`config.mk`:
```
export PLATFORM = sky130hd
export DESIGN_NAME = acc_profile_sequencer
export DESIGN_NICKNAME = d
export VERILOG_FILES = /design/src/rtl/acc_profile_sequencer.sv
export SDC_FILE = /design/constraint.sdc
export NUM_CORES = 1
export LEC_CHECK = 0
export CAP_MARGIN = 30
export CORE_ASPECT_RATIO = 1.1
export CORE_MARGIN = 2
export CORE_UTILIZATION = 35
export CTS_CLUSTER_DIAMETER = 120
export DETAILED_ROUTE_END_ITERATION = 6
export GPL_TIMING_DRIVEN = 0
export PLACE_DENSITY_LB_ADDON = 0.12
export SYNTH_ARGS = -nofsm -noshare
export SYNTH_HDL_FRONTEND = slang
export SYNTH_SLANG_ARGS = --single-unit
```
`constraint.sdc`:
```
create_clock -name clk -period 6.45 [get_ports clk]
set_clock_uncertainty 0.1 [all_clocks]
set_input_delay 0.645 -clock clk [delete_from_list [all_inputs] [get_ports clk]]
set_output_delay 0.645 -clock clk [all_outputs]
set_load 0.02 [all_outputs]
```
`src/rtl/acc_profile_sequencer.sv`:
```
// rtl/acc_profile_sequencer.sv - two-slot descriptor sequencer driving an acceleration profile generator
// Purpose: accepts motion-segment descriptors, loads each into the profile
//   generator, paces acc_step ticks and counts segments; supports abort.
// Ports:
//   clk, reset (async active-low)
//   desc_valid/desc_ready handshake; desc_a/j/jj/target_v/use_target/len payload
//   step_period (tick divider), abort_a_val, cmd_abort
//   pg_* : load/set strobes, acc_step, abort, values; pg_stopped from generator
//   busy, seg_done (pulse), underrun (sticky), seg_count
// Optional feature macro: ACC_SEQ_UNDERRUN_ABORT_EN (underrun enters ABORT
//   instead of IDLE).
module acc_profile_sequencer (
    input  logic        clk,
    input  logic        reset,
    input  logic        desc_valid,
    output logic        desc_ready,
    input  logic [31:0] desc_a,
    input  logic [31:0] desc_j,
    input  logic [31:0] desc_jj,
    input  logic [31:0] desc_target_v,
    input  logic        desc_use_target,
    input  logic [31:0] desc_len,
    input  logic [15:0] step_period,
    input  logic [31:0] abort_a_val,
    input  logic        cmd_abort,
    output logic        pg_load,
    output logic        pg_set_a,
    output logic        pg_set_j,
    output logic        pg_set_jj,
    output logic        pg_set_target_v,
    output logic        pg_acc_step,
    output logic        pg_abort,
    output logic [31:0] pg_a_val,
    output logic [31:0] pg_j_val,
    output logic [31:0] pg_jj_val,
    output logic [31:0] pg_target_v_val,
    output logic [31:0] pg_abort_a_val,
    input  logic        pg_stopped,
    output logic        busy,
    output logic        seg_done,
    output logic        underrun,
    output logic [15:0] seg_count
);

    typedef enum logic [1:0] {IDLE, LOAD, RUN, ABORT} state_t;

    typedef struct packed {
        logic [31:0] a;
        logic [31:0] j;
        logic [31:0] jj;
        logic [31:0] tv;
        logic        use_t;
        logic [31:0] len;
    } desc_t;

    state_t      state, state_next;
    desc_t       act, pend, incoming;
    logic        pend_valid;
    logic        rst_done;
    logic [15:0] tick;
    logic [31:0] step_cnt;

    logic        accept, abort_now, seg_end, avail, take_next;

    assign incoming = '{a: desc_a, j: desc_j, jj: desc_jj, tv: desc_target_v,
                        use_t: desc_use_target, len: desc_len};

    // rst_done holds desc_ready low until the first clock after reset release.
    assign desc_ready     = rst_done && !pend_valid && (state != ABORT);
    assign accept         = desc_valid && desc_ready;
    assign avail          = pend_valid || accept;
    assign abort_now      = cmd_abort && (state != ABORT);
    assign pg_acc_step    = ((state == RUN) || (state == ABORT)) && (tick == step_period);
    assign pg_abort_a_val = abort_a_val;
    assign busy           = (state != IDLE) || pend_valid;

    // A zero-length descriptor finishes in its LOAD cycle.
    assign seg_end = !abort_now &&
                     (((state == RUN) && pg_acc_step && ((step_cnt + 32'd1) == act.len)) ||
                      ((state == LOAD) && (act.len == 32'd0)));

    assign take_next = (state_next == LOAD) && (state != LOAD);

    always_ff @(posedge clk or negedge reset) begin
        if (!reset) state <= IDLE;
        else        state <= state_next;
    end

    always_comb begin
        state_next      = state;
        pg_load         = 1'b0;
        pg_set_a        = 1'b0;
        pg_set_j        = 1'b0;
        pg_set_jj       = 1'b0;
        pg_set_target_v = 1'b0;
        pg_abort        = 1'b0;
        pg_a_val        = 32'd0;
        pg_j_val        = 32'd0;
        pg_jj_val       = 32'd0;
        pg_target_v_val = 32'd0;
        if (abort_now) begin
            state_next = ABORT;
        end else if (seg_end) begin
            if (avail) state_next = LOAD;
`ifdef ACC_SEQ_UNDERRUN_ABORT_EN
            else if (!pg_stopped) state_next = ABORT;
`endif
            else state_next = IDLE;
        end else begin
            case (state)
                IDLE:    if (avail) state_next = LOAD;
                LOAD:    state_next = RUN;
                RUN:     state_next = RUN;
                ABORT:   if (pg_stopped && !pg_acc_step) state_next = IDLE;
                default: state_next = IDLE;
            endcase
        end
        if (state == LOAD) begin
            pg_load         = 1'b1;
            pg_set_a        = 1'b1;
            pg_set_j        = 1'b1;
            pg_set_jj       = 1'b1;
            pg_set_target_v = act.use_t;
            pg_a_val        = act.a;
            pg_j_val        = act.j;
            pg_jj_val       = act.jj;
            pg_target_v_val = act.tv;
        end
        if (state == ABORT) pg_abort = 1'b1;
    end

    always_ff @(posedge clk or negedge reset) begin
        if (!reset) begin
            rst_done   <= 1'b0;
            act        <= '0;
            pend       <= '0;
            pend_valid <= 1'b0;
            tick       <= 16'd0;
            step_cnt   <= 32'd0;
            seg_done   <= 1'b0;
            underrun   <= 1'b0;
            seg_count  <= 16'd0;
        end else begin
            rst_done <= 1'b1;
            seg_done <= seg_end;
            if (seg_end) seg_count <= seg_count + 16'd1;
            if (seg_end && !avail && !pg_stopped) underrun <= 1'b1;

            if (abort_now) begin
                act        <= '0;
                pend       <= '0;
                pend_valid <= 1'b0;
            end else if (take_next) begin
                // Pending is oldest; when it is full desc_ready is low,
                // so a drain never coincides with an accept.
                if (pend_valid) begin
                    act        <= pend;
                    pend_valid <= 1'b0;
                end else begin
                    act <= incoming;
                end
            end else if (accept) begin
                pend       <= incoming;
                pend_valid <= 1'b1;
            end

            if (state_next != state)             tick <= 16'd0;
            else if (pg_acc_step)                tick <= 16'd0;
            else if (state == RUN || state == ABORT) tick <= tick + 16'd1;
            else                                 tick <= 16'd0;

            if (state == LOAD)                   step_cnt <= 32'd0;
            else if (state == RUN && pg_acc_step) step_cnt <= step_cnt + 32'd1;
        end
    end

endmodule

```
==> results by group <==
Outcome
  • Status: finished clean

Final layout
  • Post-layout nets: 2848
  • Ratio of cells with drive above 1 in the final layout: 0.0673
  • Post-route cell area: 27500 µm²
  • # fillers: 5736
  • P&R area growth vs syn: 29.8%

Run
  • Max cap viols: 0

STA
  • Slew Viols, Final: 0
  • Max Clk Rate: 0.184 GHz
  • Slew headroom: 0.319
  • Worst-Margin Slew: 1.01 ns
  • Crit share post-route: 0.840
  • RSZ-0062 raised after global routing: false
  • Final setup violation count: 0
  • Final min period: 5.42 ns
  • Worst Slack Setup Final: 1.03 ns
  • Fin. Hold Viols: 0

Placement
  • GP Congestion: 0.882
  • PortBufs: 368
  • Pre-CTS setup slack: 1.02 ns
  • Dpl cell area: 26000 µm²
  • Dpl hpwl: 50300 µm

Critical path
  • Slowest cell on crit path: nor3_1
  • CP Cell Sequence: clkbuf_1 > nand4_1 > nor3_1 > nand2_1 > o21ai_0 > nand4_1 > nor4_4 > o22ai_1 > o22ai_2 > buf_2 > buf_2 > o22ai_1
  • Worst Path Class, Setup: reg2reg
  • Data arrival time of the worst path: 5.77 ns
  • Setup crit end kind: register
  • CP Launch Type: register
  • Critical path required time: 6.80 ns
  • Crit Path Max Fanout: 10
  • CP max stage delay: 0.84 ns

Hold path
  • Worst Hold Class: reg2reg

Yosys
  • Synth async-reset ratio: 1.00
  • Sequential cell area fraction in the yosys report: 0.463
  • Syn Area/Cell: 9.63 µm²
  • Unique cell type count in the Yosys netlist: 65
  • Post-synth top flop: dfrtp_1
  • Flops & latches, synth: 392
  • Yosys warns: 0
  • Post-Synthesis Cells: 2199
  • Syn nets: 2421
  • Post-Syn Area: 21200 µm²
  • Number of synthesized flops with an enable pin: 0

Drt
  • DRC: 0
  • Routed wl met2: 35200 µm
  • Routed Wire Length: 68800 µm
  • Vias: 17500
  • Routed len/inst: 20.1 µm
  • Final ANT Viol Nets: 0
  • 1st-pass router iterations: 5
  • Metal-1 WL: 28600 µm
  • Top Layer Used: met5
  • Vias per std cell: 5.09
  • WL met3: 3230 µm
  • 1st-iter DRT viols: 963

Clock network
  • CTS root buffer: clkbuf_16
  • CTS buffer count: 47
  • Worst-skew pair later-pin latency: 0.59 ns
  • H-tree levels: 2
  • Bufs on Longest Clock Path: 3
  • CTS Sinks: 392
  • Worst-path clk slew: 0.06 ns
  • Post-CTS Setup Bufs: 0
  • Post-CTS sizing: 0
  • # hold bufs at CTS: 1
  • CTS tree: yes

Power
  • P per Cell Area: 360 nW/µm²
  • Maximum vdd drop: 222 µV
  • Leakage power: 0.0112 µW

Global route
  • GR Overflow Total: 0
  • First-pass GRT wire length: 106000 µm
  • Gr usage total: 0.218
  • Initial antenna violation count: 8
  • Vias in the first global route: 18100
  • Largest net degree at the start of global routing: 116

Floorplanning
  • Placeable core region: 59900 µm²
  • I/O Pins: 401
  • Die X: 239 µm
  • Die Height: 262 µm
  • Initial Utilization: 0.354
  • Core Rows: 94
  • Die area: 62500 µm²
## kinds of logic (layout without fill, tap and decap cells)
family	Yosys count	count (layout)	synth area share
simple gates	756	756	0.182
compound gates	222	222	0.0677
fa+ha+maj	8	8	0.00473
buf+inv	380	839	0.0808
other cells	1	5	0.000177
flops	392	392	0.463
xor+xnor	115	115	0.0475
mux	325	325	0.154
## final cells by class
| type | instances | area [µm²] | share of cell area |
|---|---|---|---|
| clock inverters | 11 | 123 | 0.00446 |
| multi-input cells | 1427 | 9670 | 0.352 |
| clock buffers | 70 | 1360 | 0.0496 |
| plain buffers | 208 | 1070 | 0.0388 |
| inverters | 172 | 646 | 0.0235 |
| diodes | 4 | 10.0 | 0.000364 |
| repair buffers | 378 | 3860 | 0.140 |
| well taps | 768 | 961 | 0.0349 |
| flip-flops and latches | 392 | 9810 | 0.357 |
## per-stage QoR
| stage | util | instances | hold WS, ns | power [µW] | TNS [ns] |
|---|---|---|---|---|---|
| 2_1_floorplan | - | 2199 | 0.249 | 5920 | 0 |
| 3_3_place_gp | 0.431 | 3335 | 0.353 | 7290 | -5254.68 |
| 3_5_place_dp | 0.434 | 3344 | 0.351 | 7390 | 0 |
| 4_1_cts | 0.459 | 3426 | 0.366 | 10000 | 0 |
| 5_1_grt | 0.459 | 3427 | 0.388 | 10500 | 0 |
| 6_report | 0.459 | 3430 | 0.362 | 9910 | 0 |
## Yosys cell counts, drive strengths merged (3+ instances only)
library cell,number,area (µm²)
clkbuf,123,464
nand2b,3,18.8
inv,171,642
o211ai,4,30.0
mux2i,323,3230
nand2,217,815
dfrtp,392,9810
or4,6,45.0
xor2,64,561
a21oi,9,45.0
or3,16,100
nand3,180,901
o31ai,6,45.0
nor4,46,309
buf,85,602
ha,8,100
xnor2,51,447
or2,6,37.5
and3,7,43.8
o22ai,165,1040
nor2,60,225
and2,131,820
nor4b,4,35.0
nor2b,10,62.6
nand4,28,181
o21a,4,30.0
nor3,27,135
nor3b,4,30.0
o21ai,12,63.8
## power by group
| part | internal (µW) | leakage [µW] | switching [µW] |
|---|---|---|---|
| Clock | 1530 | 0.000729 | 1070 |
| Combinational | 1480 | 0.00511 | 2390 |
| Sequential | 3060 | 0.00536 | 384 |
| Total | 6070 | 0.0112 | 3840 |
## path summary, 6_finish.rpt
check | from | endpoint | slack [ns] | depth (start not counted)
min in group asynchronous | reset | seg_count[5] | 0.48 | 2
worst min-delay path | underrun | underrun | 0.36 | 2
worst max register to register | step_cnt[2] | pend[153] | 1.03 | 12
worst min register to register | underrun | underrun | 0.36 | 2
max in group asynchronous | reset | act[38] | 4.26 | 4
worst max-delay path | step_cnt[2] | pend[153] | 1.03 | 12
## registers in the layout, indices dropped and copies added (netlist names)
| register | cells |
|---|---|
| pend_valid | 1 |
| rst_done | 1 |
| state | 2 |
| act | 161 |
| seg_done | 1 |
| tick | 16 |
| underrun | 1 |
| step_cnt | 32 |
| pend | 161 |
| seg_count | 16 |
## worst max-delay path: cells and delay by family (launching register included)
kind            cells  cell delay (ns)
simple gates        5             2.31
flops               1             0.32
buf+inv             3             1.09
compound gates      4             1.44
## placed cells by master, fill, tap and decap left out, drive strengths merged, types with 10 or more instances in the layout
cell           Yosys  final
nand3            180    180
nand2            217    217
nor2              60     60
xor2              64     64
dfrtp            392    392
clkdlybuf4s50      0    367
o21ai             12     12
clkbuf           123    193
mux2i            323    323
or3               16     16
nor2b             10     10
xnor2             51     51
buf               85     95
and2             131    131
nand4             28     28
nor4              46     46
o22ai            165    165
inv              171    172
nor3              27     27
## layer usage
metal,GRT usage,up-vias
li1,-,8381
met5,0,-
met3,0.0435,95
met2,0.391,360
met4,0.0606,10
met1,0.267,8604
Power figures use the tool's default switching activity.
